--- src/rtl/dvp_dual_capture.sv ---
// dvp_dual_capture
//   Captures a dual-lane DVP stream (shared VSYNC/HREF, two 8-bit byte lanes)
//   and packs byte pairs into 16-bit pixels, one pixel per lane per strobe.
//   It also tags frame and line boundaries and checks the frame geometry.
//
// Ports
//   pclk, reset_n        pixel clock (rising edge), async active-low reset
//   enable               capture allowed while high
//   clr_err              one-cycle pulse, clears the sticky error flags
//   vsync, href, d1, d2  raw DVP inputs
//   pix_valid            one-cycle strobe qualifying pix_d1/pix_d2 and markers
//   pix_d1, pix_d2       {first byte, second byte} per lane
//   pix_sof/eol/eof      first pixel of frame / last pixel of line / of frame
//   frame_done           one-cycle pulse at frame close
//   frame_cnt            frames closed since enable rose (wraps)
//   last_lines           line count latched at frame close
//   err_line_len         sticky: a line was not H_BYTES long
//   err_line_cnt         sticky: a frame did not have V_LINES lines
module dvp_dual_capture #(
  parameter int H_BYTES = 2560,
  parameter int V_LINES = 720,
  parameter int LW      = 12
) (
  input  logic          pclk,
  input  logic          reset_n,
  input  logic          enable,
  input  logic          clr_err,
  input  logic          vsync,
  input  logic          href,
  input  logic [7:0]    d1,
  input  logic [7:0]    d2,
  output logic          pix_valid,
  output logic [15:0]   pix_d1,
  output logic [15:0]   pix_d2,
  output logic          pix_sof,
  output logic          pix_eol,
  output logic          pix_eof,
  output logic          frame_done,
  output logic [7:0]    frame_cnt,
  output logic [LW-1:0] last_lines,
  output logic          err_line_len,
  output logic          err_line_cnt
);

  typedef enum logic [1:0] {IDLE, ARM, SYNC, ACTIVE} state_t;

  state_t        state;
  logic          s_vsync, s_href, s_vsync_d, s_href_d, enable_d;
  logic [7:0]    s_d1, s_d2, hi_d1, hi_d2;
  logic          phase, sof_pend;
  logic [LW-1:0] bcnt, lcnt;
  logic          vld_p1, sof_p1, eol_p1, eof_p1;
  logic [15:0]   d1_p1, d2_p1;

  logic          vs_rise, vs_fall, href_fall, active, close, take;
  logic          in_range, pix_fire, last_pair, len_err, line_inc, cnt_err;
  logic [LW-1:0] lcnt_sat, lcnt_next;

  assign vs_rise   = s_vsync & ~s_vsync_d;
  assign vs_fall   = ~s_vsync & s_vsync_d;
  assign href_fall = ~s_href & s_href_d;
  assign active    = (state == ACTIVE);
  assign close     = active & vs_rise;
  // A byte arriving together with the closing VSYNC edge belongs to an aborted line.
  assign take      = active & s_href & ~vs_rise;
  assign in_range  = (bcnt < LW'(H_BYTES));
  assign pix_fire  = take & phase & in_range;
  assign last_pair = (bcnt == LW'(H_BYTES - 1));
  assign line_inc  = active & href_fall;
  assign len_err   = (take & ~in_range)
                   | (line_inc & (bcnt != LW'(H_BYTES)))
                   | (close & s_href);
  // Line counter saturates so a runaway frame cannot wrap back to a "good" count.
  assign lcnt_sat  = (lcnt == '1) ? lcnt : lcnt + LW'(1);
  assign lcnt_next = line_inc ? lcnt_sat : lcnt;
  assign cnt_err   = close & (lcnt_next != LW'(V_LINES));

  always_ff @(posedge pclk or negedge reset_n) begin
    if (!reset_n) begin
      s_vsync      <= 1'b0;
      s_href       <= 1'b0;
      s_vsync_d    <= 1'b0;
      s_href_d     <= 1'b0;
      enable_d     <= 1'b0;
      state        <= IDLE;
      phase        <= 1'b0;
      sof_pend     <= 1'b0;
      bcnt         <= '0;
      lcnt         <= '0;
      vld_p1       <= 1'b0;
      sof_p1       <= 1'b0;
      eol_p1       <= 1'b0;
      eof_p1       <= 1'b0;
      pix_valid    <= 1'b0;
      pix_d1       <= '0;
      pix_d2       <= '0;
      pix_sof      <= 1'b0;
      pix_eol      <= 1'b0;
      pix_eof      <= 1'b0;
      frame_done   <= 1'b0;
      frame_cnt    <= '0;
      last_lines   <= '0;
      err_line_len <= 1'b0;
      err_line_cnt <= 1'b0;
    end else begin
      // stage p0: registered inputs and their delayed copies
      s_vsync   <= vsync;
      s_href    <= href;
      s_vsync_d <= s_vsync;
      s_href_d  <= s_href;
      enable_d  <= enable;

      case (state)
        IDLE:    if (enable) state <= ARM;
        ARM:     if (!enable) state <= IDLE;
                 else if (vs_rise) state <= SYNC;
        SYNC:    if (vs_fall) state <= enable ? ACTIVE : IDLE;
        ACTIVE:  if (vs_rise) state <= enable ? SYNC : IDLE;
        default: state <= IDLE;
      endcase

      if (state == SYNC && vs_fall && enable) sof_pend <= 1'b1;
      else if (pix_fire) sof_pend <= 1'b0;

      if (close || href_fall) begin
        phase <= 1'b0;
        bcnt  <= '0;
      end else if (take) begin
        phase <= ~phase;
        if (bcnt <= LW'(H_BYTES)) bcnt <= bcnt + LW'(1);
      end

      if (close) lcnt <= '0;
      else if (line_inc) lcnt <= lcnt_sat;

      frame_done <= close;
      if (close) begin
        last_lines <= lcnt_next;
        frame_cnt  <= frame_cnt + 8'd1;
      end
      if (enable && !enable_d) frame_cnt <= '0;

      // A new error in the same cycle as clr_err must stay visible.
      if (len_err) err_line_len <= 1'b1;
      else if (clr_err) err_line_len <= 1'b0;
      if (cnt_err) err_line_cnt <= 1'b1;
      else if (clr_err) err_line_cnt <= 1'b0;

      // stage p1: pixel formed on the second byte of a pair
      vld_p1 <= pix_fire;
      if (pix_fire) begin
        sof_p1 <= sof_pend;
        eol_p1 <= last_pair;
        eof_p1 <= last_pair & (lcnt == LW'(V_LINES - 1));
      end

      // stage p2: output register
      pix_valid <= vld_p1;
      pix_sof   <= vld_p1 & sof_p1;
      pix_eol   <= vld_p1 & eol_p1;
      pix_eof   <= vld_p1 & eof_p1;
      if (vld_p1) begin
        pix_d1 <= d1_p1;
        pix_d2 <= d2_p1;
      end
    end
  end

  always_ff @(posedge pclk) begin
    // stage p0: registered byte lanes
    s_d1 <= d1;
    s_d2 <= d2;
    if (take && !phase) begin
      hi_d1 <= s_d1;
      hi_d2 <= s_d2;
    end
    // stage p1: packed pixel
    if (pix_fire) begin
      d1_p1 <= {hi_d1, s_d1};
      d2_p1 <= {hi_d2, s_d2};
    end
  end

endmodule

--- config.mk ---
export PLATFORM = sky130hd
export DESIGN_NAME = dvp_dual_capture
export DESIGN_NICKNAME = d
export VERILOG_FILES = /design/src/rtl/dvp_dual_capture.sv
export SDC_FILE = /design/constraint.sdc
export NUM_CORES = 1
export LEC_CHECK = 0
export ABC_AREA = 0
export CAP_MARGIN = 20
export CORE_MARGIN = 5
export CORE_UTILIZATION = 53
export CTS_CLUSTER_SIZE = 8
export DETAILED_ROUTE_END_ITERATION = 7
export GPL_ROUTABILITY_DRIVEN = 0
export PLACE_DENSITY = 0.78
export SLEW_MARGIN = 15
export SYNTH_ARGS = -nofsm -noshare
export SYNTH_HDL_FRONTEND = slang
export SYNTH_SLANG_ARGS = --single-unit
export TNS_END_PERCENT = 30
--- constraint.sdc ---
create_clock -name pclk -period 5.77 [get_ports pclk]
set_clock_uncertainty 0.05 [all_clocks]
set_input_delay 0.8655 -clock pclk [delete_from_list [all_inputs] [get_ports pclk]]
set_output_delay 0.8655 -clock pclk [all_outputs]
set_load 0.005 [all_outputs]
Word level (Yosys, flattened, before mapping)
Cells that the tools add are included.
Word-level totals
  output and inout port bits: 59
  flip-flop bits (word level): 160
  bits of input ports: 22
Cells by class
  mux-type cells: 23
  add/sub/neg operators: 3
  reductions and logical operators: 16
  bitwise logic cells: 25
  equality and inequality tests: 12
  $lt $le $gt $ge: 2
Operators with widths (number)
  $mux W12: 6
  $add A12 B1 Y12 const B: 2
  $eq A12 B12 Y1 const B: 2
  $and A1 B1 Y1: 17
  $mux W8: 2
  $mux W2: 7
  $eq A12 B10 Y1 const B: 1
  $le A12 B12 Y1 const B: 1
  $lt A12 B12 Y1 const B: 1
  $ne A12 B10 Y1 const B: 1
  $ne A12 B12 Y1 const B: 1
  $reduce_bool A2 Y1: 6
  $add A8 B1 Y8 const B: 1
  $pmux W2 S4: 1
  $mux W1: 7
  $ne A2 B2 Y1 const B: 3
  $not A1 Y1: 6
  $eq A2 B2 Y1 const B: 2
  $logic_and A1 B1 Y1: 4
  $reduce_and A4 Y1: 1
  $ne A3 B3 Y1 const B: 1
  $eq A2 B1 Y1 const B: 1
  $logic_not A1 Y1: 2
  $logic_not A2 Y1: 1
  3 further kinds: 4

Depth between registers and ports, before layout
Gate-level depths: netlist of the first run.
  depth in word-level cells: 8
  mapped depth: 8
  depth with buffers taken out: 8

Worst setup path after synthesis of the first run
Ideal clock, no wire load.
  kind: register to register
  start: register state[0]
  end: register err_line_cnt
  data required time: 5.594 ns
  buffers on the path: 2
  path slack: 3.701 ns
  cell stages (with the launch flop): 9
  data arrival time: 1.893 ns
  clock period less this slack: 2.069 ns
  path through: dfrtp_1 -> buf_2 -> and4b_1 -> clkbuf_1 -> nand3_1 -> nor3_1 -> mux2i_1 -> nand4_1 -> o32a_1
On the way
  cells in the longest elaborated chain, start to end: 6
  elaborated cells between the ends (all ways): 8
  classes of those cells: eq/ne: 2; mux: 2; bitwise: 3; reduce/logical: 1
RTL lines
  start: declaration: RTL line 47  | state_t state;
  start signal: assignment: RTL line 117  | SYNC: if (vs_fall) state <= enable ? ACTIVE : IDLE;
  start signal: assignment: RTL line 118  | ACTIVE: if (vs_rise) state <= enable ? SYNC : IDLE;
  $eq A2 B2 Y1 (*): RTL line 62  | assign active = (state == ACTIVE);
  $and A1 B1 Y1: RTL line 69  | assign line_inc = active & href_fall;
  $mux W12
  $ne A12 B10 Y1: RTL line 76  | assign cnt_err = close & (lcnt_next != LW'(V_LINES));
  $and A1 B1 Y1 (*): RTL line 76
  $mux W1 or $reduce_bool A2 Y1 (tied branches)
  end signal: assignment: RTL line 104  | err_line_cnt <= 1'b0;
  end signal: assignment: RTL line 146  | if (cnt_err) err_line_cnt <= 1'b1;
  end signal: assignment: RTL line 147  | else if (clr_err) err_line_cnt <= 1'b0;
  end: declaration: RTL line 42  | output logic err_line_cnt
Mark *: on every way between the ends. The rest lies on a longest branch, timed or not.
A chain may end at the register's enable or synchronous reset.

Worst setup path after layout of the first run
  start: register s_vsync
  end: register frame_cnt[4]
On the way
  cells in the longest elaborated chain, start to end: 3
RTL lines
  start: declaration: RTL line 48  | logic s_vsync, s_href, s_vsync_d, s_href_d, enable_d;
  start signal: assignment: RTL line 107  | s_vsync <= vsync;
  $and A1 B1 Y1: RTL line 59  | assign vs_rise = s_vsync & ~s_vsync_d;
  $and A1 B1 Y1: RTL line 63  | assign close = active & vs_rise;
  $reduce_bool A2 Y1 (no source line)
  end signal: assignment: RTL line 139  | frame_cnt <= frame_cnt + 8'd1;
  end: declaration: RTL line 39  | output logic [7:0] frame_cnt,
No other way between the ends.

==> results of run 1 <==
==> logic make-up after synthesis <==
family	share of synthesized area
adder cells (fa/ha/maj)	0.00849
XOR/XNOR	0.0357
buffers and inverters	0.0125
AND/OR/NAND/NOR	0.124
AO/OA/AOI/OAI	0.0418
multiplexers	0.0713
flip-flops	0.707
==> worst register-to-register path, cell delays in order (launching register included) <==
cell     delay [ns]
dfrtp_1        0.36
nor2b_1        0.33
nand3_1        0.69
inv_2          0.58
nand4_1        0.17
xor2_1         0.16
nor2_1         0.06
==> synthesized netlist by cell type (2+ instances only) <==
library cell / count
dfrtp_1: 96
edfxtp_1: 48
nor2_1: 44
mux2_2: 32
nand2_1: 30
o21ai_0: 19
dfxtp_1: 16
xor2_1: 15
nand4_1: 13
nand3_1: 12
xnor2_1: 9
a21oi_1: 6
inv_1: 6
mux2i_1: 6
nor3_1: 6
and3_1: 5
buf_1: 5
clkbuf_1: 5
nand2b_1: 5
and2_1: 4
ha_1: 4
nor2b_1: 4
nor4_1: 4
nand3b_1: 3
buf_2: 2
==> state kept, by name, summed over array words and instances, names as in the netlist, 2 cells and up <==
register,count
pix_d2,16
bcnt,12
pix_d1,16
frame_cnt,8
last_lines,12
d2_p1,16
s_d2,8
d1_p1,16
lcnt,12
hi_d1,8
s_d1,8
state,2
hi_d2,8
==> cell type report <==
cell class | count | share of cell area
Clock inverter | 15 | 0.0192
Inverter | 7 | 0.00354
Clock buffer | 17 | 0.0559
Sequential cell | 160 | 0.562
Timing Repair Buffer | 85 | 0.113
Multi-Input combinational cell | 244 | 0.223
Tap cell | 140 | 0.0236
==> metrics by stage <==
step	instance area [sq um]	util	cells	hold WS [ns]
global placement	6860	0.630	636	0.340
CTS	7410	0.681	668	0.236
floorplan	5890	-	423	0.302
global route	7410	0.681	668	0.262
finish	7410	0.681	668	0.245
detailed placement	6860	0.630	636	0.345
==> power breakdown <==
| group | internal [mW] | total [mW] | switching [mW] |
|---|---|---|---|
| registers | 1.35 | 1.47 | 0.119 |
| clock network | 0.551 | 1.03 | 0.481 |
| logic | 0.333 | 0.527 | 0.195 |
| total | 2.23 | 3.03 | 0.794 |
==> metal layers <==
layer	vias to the layer above	part of all wire	GRT usage
li1	1687	-	-
met1	1752	0.42	0.221
met2	103	0.50	0.286
met3	15	0.071	0.0642
met4	0	0.014	0.0689
met5	-	0	0
==> how the worst max path moves through the flow <==
stage	end	cells after the start	slack, ns
floorplan	err_line_cnt	8	3.70
global placement	frame_cnt[6]	6	3.38
detailed placement	frame_cnt[6]	6	3.20
CTS	frame_cnt[4]	6	3.20
global route	frame_cnt[6]	6	2.87
finish	frame_cnt[4]	6	3.24
==> metrics.yaml, run 1 <==
logic_synthesis:
  ys.flop_type: "dfrtp_1"
  ys_seq_elements: 160
  synth.distinct_cells: 49
  synth_fp_nets: 449
  synth_top_cell_by_area: "dfrtp_1"
  synthCells: 423
  syn_area_per_cell_sq_um: 13.9
  synthArstFlopShare: 0.600
  synth_top_area_frac: 0.408
  synth_edf_count: 48
  synth-warning-count: 0
  ys_top_cells_by_area: "dfrtp_1, edfxtp_1, mux2_2"
  synth-seq-area-share: 0.707
  synth_area_sq_um: 5890
critical_path:
  rr_worst_depth: 6
  critical_path_class: "flip-flop to flip-flop"
  max_stage_delay_ns: 0.69
  reg2reg_from: "s_vsync"
  crit_family: "simple AND/OR/NAND/NOR gates"
  cp_cell_sequence: "nor2b_1 -> nand3_1 -> inv_2 -> nand4_1 -> xor2_1 -> nor2_1"
  cp-start-kind: "flip-flop"
  cp.buffers_inverters: 1
  critPathArrivalTime_ns: 2.87
  startpoint: "s_vsync"
  reg2reg_to: "frame_cnt[4]"
  end_kind: "flip-flop"
  worstPathRequired_ns: 6.11
  rrSetupSlack_ns: 3.24
  crit_path_max_fanout: 28
  cp_slowest_cell: "nand3_1"
floorplan:
  core_sq_um: 10900
  rows: 38
  initial_utilization: 0.541
  dieWidth_microns: 115
  num_io_pins: 81
  die_y_microns: 115
  die_area_sq_um: 13300
final_layout:
  multiInputGateArea_sq_um: 1660
  layout.cells.most_common_list: "dfrtp_1, clkdlybuf4s50_1, edfxtp_1"
  fillCellCount: 748
  antenna_cells: 0
  regArea_sq_um: 4160
  final_common_cell: "dfrtp_1"
  layout-area-overhead-vs-synth_pct: 25.8
  fin_nets: 541
  drive_gt1_frac: 0.148
placed_design:
  port_buffers: 80
  hpwlAfterDp_microns: 7420
  dp_slack_ns: 3.20
cts:
  cts_tree: "yes"
  cts_resized: 0
  cts.clk_slew.worst_paths_ns: 0.07
  cts_setup_buffers: 0
  hold_buffers: 0
  numCtsBuffers: 17
  cts_buffer_depth: 2
  cts.sinks: 160
  clk_latency_ns: 0.52
  cts-root-buf: "clkbuf_8"
  htreeDepth: 4
detailed_routing:
  drt_iter0_markers: 244
  wl_per_cell_microns: 16.2
  drcViolationCount: 0
  ant_nets: 0
  vias: 3557
  detail_route.vias_per_cell: 5.32
  routed_wl_microns: 10800
  dr.pass1.iters: 4
timing:
  post-route-period-util: 0.439
  hold_viol_final: 0
  min_period_ns: 2.53
  fin_ws_ns: 3.24
  tightest_slew_ns: 0.878
  finalSetupViolations: 0
  fin_setup_tns_ns: 0
  rsz0062_at_grt: "no"
  drv_slew: 0
  relSlewSlack: 0.413
  fmax_mhz: 395
run_status:
  status: "complete, no violations"
pwr:
  p_total_mw: 3.03
  peakVddDrop_v: 0.000300
  p_leak_nw: 3.07
  power_density_nw_per_um2: 408
grt:
  grt_max_degree: 59
  grt_pass1_vias: 3702
  grt_usage: 0.177
  grt_pass1_wl_microns: 18100
  overflow: 0
  antenna_found_initial: 0
run:
  max_cap_violations: 0
min_path:
  hold_class: "primary input to asynchronous set/reset pin"
Power figures use the tool's default switching activity.
==> run 2, diff against run 1 <==
==> constraint.sdc (replaced) <==
create_clock -name pclk -period 2.39 [get_ports pclk]
set_clock_uncertainty 0.05 [all_clocks]
set_input_delay 0.3585 -clock pclk [delete_from_list [all_inputs] [get_ports pclk]]
set_output_delay 0.3585 -clock pclk [all_outputs]
set_load 0.005 [all_outputs]
==> metrics.yaml, run 2 (synthesized netlist as in run 1, its figures left out) <==
run_status:
  status: "complete, no violations"
run:
  max_cap_violations: 0
timing:
  fin_ws_ns: 0.124
  post-route-period-util: 0.948
  hold_viol_final: 0
  fmax_mhz: 441
  hold-worst-slack_ns: 0.236
  rsz0062_at_grt: "no"
  fin_setup_tns_ns: 0
  finalSetupViolations: 0
  relSlewSlack: 0.629
  tightest_slew_ns: 0.556
  drv_slew: 0
  min_period_ns: 2.27
min_path:
  holdCritStartpoint: "d2[5]"
  hold_depth: 1
  hold_class: "primary input to flip-flop"
  hold-path-endpoint: "s_d2[5]"
critical_path:
  cp_cell_sequence: "ha_1 -> nand2_1 -> nor4_4 -> nor2_2 -> o32ai_1 -> nand4_1 -> o32a_1"
  crit_path_max_fanout: 6
  reg2reg_to: "err_line_cnt"
  cp.buffers_inverters: 0
  rrSetupSlack_ns: 0.12
  critPathArrivalTime_ns: 2.61
  cp_slowest_cell: "dfrtp_1"
  cp-start-kind: "flip-flop"
  rr_worst_depth: 7
  end_kind: "flip-flop"
  reg2reg_from: "lcnt[0]"
  worstPathRequired_ns: 2.74
  max_stage_delay_ns: 0.43
  cp_num_cells: 7
  crit_family: "simple AND/OR/NAND/NOR gates"
  critical_path_class: "flip-flop to flip-flop"
cts:
  cts_buffer_depth: 2
  cts.sinks: 160
  cts_tree: "yes"
  clk_latency_ns: 0.51
  cts-root-buf: "clkbuf_8"
  htreeDepth: 4
  cts.clk_slew.worst_paths_ns: 0.07
  numCtsBuffers: 17
floorplan:
  die_area_sq_um: 13300
  core_sq_um: 10900
  rows: 38
  initial_utilization: 0.541
  dieWidth_microns: 115
  die_y_microns: 115
  num_io_pins: 81
final_layout:
  fillCellCount: 758
  layout-area-overhead-vs-synth_pct: 27.6
  finalInstanceArea_sq_um: 7520
  final_common_cell: "dfrtp_1"
  drive_gt1_frac: 0.157
  antenna_cells: 0
  layout.cells.most_common_list: "dfrtp_1, clkdlybuf4s50_1, edfxtp_1"
  fin_nets: 547
grt:
  grt_usage: 0.184
  grt_pass1_vias: 3789
  grt_max_degree: 64
  antenna_found_initial: 0
  overflow: 0
  grt_pass1_wl_microns: 18800
detailed_routing:
  drcViolationCount: 0
  routed_wl_microns: 11100
  detail_route.vias_per_cell: 5.35
  wl_per_cell_microns: 16.4
  vias: 3603
  dr.pass1.iters: 4
  drt_iter0_markers: 272
  ant_nets: 0
placed_design:
  dp_slack_ns: 0.159
  hpwlAfterDp_microns: 7350
  dpl_cell_area_sq_um: 6910
  port_buffers: 80
pwr:
  p_leak_nw: 3.12
  peakVddDrop_v: 0.000739
  p_total_mw: 7.48
  power_density_nw_per_um2: 994
[run 2: worst max-delay path by stage]
stage	end	slack, ns	from
floorplan	err_line_cnt	0.32	state[0]
global placement	err_line_cnt	0.27	lcnt[0]
detailed placement	err_line_cnt	0.16	lcnt[0]
CTS	err_line_cnt	0.14	lcnt[0]
global route	err_line_cnt	0.02	lcnt[0]
finish	err_line_cnt	0.12	lcnt[0]
[run 2: cell type report]
cell class / count / area, sq um / area share
clock buffers: 17 / 414 / 0.0551
clock inverters: 15 / 173 / 0.0230
inverters: 7 / 26.3 / 0.00349
multi-input cells: 244 / 1660 / 0.221
flip-flops and latches: 160 / 4160 / 0.554
well taps: 140 / 175 / 0.0233
repair buffers: 91 / 908 / 0.121
[run 2: metrics by stage]
stage | utilization | instances
detailed placement | 0.635 | 640
CTS | 0.690 | 673
global route | 0.691 | 674
floorplan | - | 423
global placement | 0.635 | 640
finish | 0.691 | 674
[run 2: power by group]
part | total (mW) | switching (mW) | internal, mW
clock | 2.64 | 1.12 | 1.52
combinational | 1.30 | 0.486 | 0.816
sequential | 3.53 | 0.280 | 3.25
total | 7.48 | 1.89 | 5.59
[run 2: repair_timing]
item,4_1_cts,5_1_grt
endpoints found under the setup margin,0,1
gates resized for setup,0,1
hold buffers,1,0
endpoints found under the hold margin,33,0
buffers inserted,0,1
[run 2: per-layer routing]
| metal | part of all wire | track usage | vias to the layer above |
|---|---|---|---|
| li1 | - | - | 1701 |
| met2 | 0.49 | 0.292 | 99 |
| met3 | 0.062 | 0.0621 | 13 |
| met1 | 0.44 | 0.238 | 1790 |
| met4 | 0.012 | 0.0649 | 0 |
| met5 | 0 | 0 | - |
==> run 3, diff against run 2 <==
==> constraint.sdc (replaced) <==
create_clock -name pclk -period 2.3 [get_ports pclk]
set_clock_uncertainty 0.05 [all_clocks]
set_input_delay 0.345 -clock pclk [delete_from_list [all_inputs] [get_ports pclk]]
set_output_delay 0.345 -clock pclk [all_outputs]
set_load 0.005 [all_outputs]
==> metrics.yaml, run 3 (synthesized netlist as in run 1, its figures left out) <==
critical_path:
  reg2reg_from: "lcnt[6]"
  worstPathRequired_ns: 2.65
  critical_path_class: "flip-flop to flip-flop"
  crit_path_max_fanout: 10
  end_kind: "flip-flop"
  cp-start-kind: "flip-flop"
  critPathArrivalTime_ns: 2.54
  startpoint: "lcnt[6]"
grt:
  grt_pass1_vias: 3919
  grt_usage: 0.187
  grt_max_degree: 37
  antenna_found_initial: 0
  overflow: 0
  grt_pass1_wl_microns: 19400
final_layout:
  post-route-util: 0.697
  layout.cells.most_common_list: "dfrtp_1, clkdlybuf4s50_1, edfxtp_1"
  antenna_cells: 0
  finalInstanceArea_sq_um: 7590
  final_common_cell: "dfrtp_1"
  fin_cells: 676
  drive_gt1_frac: 0.162
  fin_nets: 549
  layout-area-overhead-vs-synth_pct: 28.8
pwr:
  p_leak_nw: 3.16
  pwr-share-comb: 0.172
  power.internal_mw: 6.08
  peakVddDrop_v: 0.000668
  power_density_nw_per_um2: 1060
  p_total_mw: 8.07
  pwr-share-clk: 0.373
  power.share.sequential: 0.455
  power.net_switching_mw: 1.99
  switching_share: 0.247
floorplan:
  num_io_pins: 81
  die_area_sq_um: 13300
  die_y_microns: 115
  dieWidth_microns: 115
  initial_utilization: 0.541
  core_sq_um: 10900
  rows: 38
timing:
  hold-worst-slack_ns: 0.197
  rsz0062_at_grt: "yes"
  fin_setup_tns_ns: 0
  fmax_mhz: 458
  min_period_ns: 2.18
  post-route-period-util: 0.950
  fin_ws_ns: 0.116
  hold_viol_final: 0
  drv_slew: 0
  relSlewSlack: 0.666
  tightest_slew_ns: 0.500
  finalSetupViolations: 0
cts:
  cts.sinks: 160
  cts_setup_buffers: 0
  cts_tree: "yes"
  cts.clk_slew.worst_paths_ns: 0.07
  cts_buffer_depth: 2
  clk_latency_ns: 0.53
  cts-root-buf: "clkbuf_8"
  htreeDepth: 4
  numCtsBuffers: 17
run_status:
  status: "complete, no violations"
detailed_routing:
  vias: 3653
  drcViolationCount: 0
  wl_per_cell_microns: 16.9
  detail_route.vias_per_cell: 5.40
  ant_nets: 0
  dr.pass1.iters: 5
  drt_iter0_markers: 281
  routed_wl_microns: 11400
placed_design:
  dpl_cell_area_sq_um: 6930
  dp.cells: 643
  dp_slack_ns: 0.103
  port_buffers: 80
  hpwlAfterDp_microns: 7600
run:
  max_cap_violations: 0
min_path:
  hold_class: "primary input to asynchronous set/reset pin"
-- run 3: critical path: stages, from the launching register on --
cell and delay [ns]:
dfrtp_1 0.56, nand3_4 0.17, nor4_4 0.44, nor2_2 0.14
o32ai_1 0.26, nand4_1 0.13, o32a_1 0.31
-- run 3: layer usage --
metal | global-route usage | vias to the layer above | part of all wire
met1 | 0.235 | 1816 | 0.42
met2 | 0.311 | 108 | 0.51
met4 | 0.0603 | 0 | 0.011
met3 | 0.0601 | 13 | 0.063
li1 | - | 1716 | -
met5 | 0 | - | 0
-- run 3: final cells by class --
class | count | area (sq um)
multi-input cells | 244 | 1660
clock buffers | 18 | 428
flip-flops and latches | 160 | 4170
well taps | 140 | 175
inverters | 7 | 26.3
fillers | 776 | 3300
clock inverters | 14 | 214
repair buffers | 93 | 923
-- run 3: repair_timing --
item                                   in CTS  in global routing
endpoints found under the hold margin      54                  0
gates resized for setup                     0                  2
hold buffers                                1                  0
setup endpoints to repair                   0                  2
-- run 3: final timing paths --
check	endpoint	slack (ns)	cells after the start
worst max-delay path	err_line_cnt	0.12	6
worst min-delay path	last_lines[6]	0.20	2
worst max register to register	err_line_cnt	0.12	6
worst min register to register	d1_p1[11]	0.36	0
max in group asynchronous	frame_cnt[7]	1.42	3
min in group pclk	s_d1[3]	0.21	1
-- run 3: power groups by stage --
stage / logic, mW / registers, mW / clock network (mW)
after floorplan: 0.528 / 3.67 / 0
after global placement: 1.36 / 3.69 / 0
after detailed placement: 1.39 / 3.71 / 0
after CTS: 1.41 / 3.67 / 3.06
after global routing: 1.51 / 3.73 / 3.19
final: 1.39 / 3.67 / 3.01
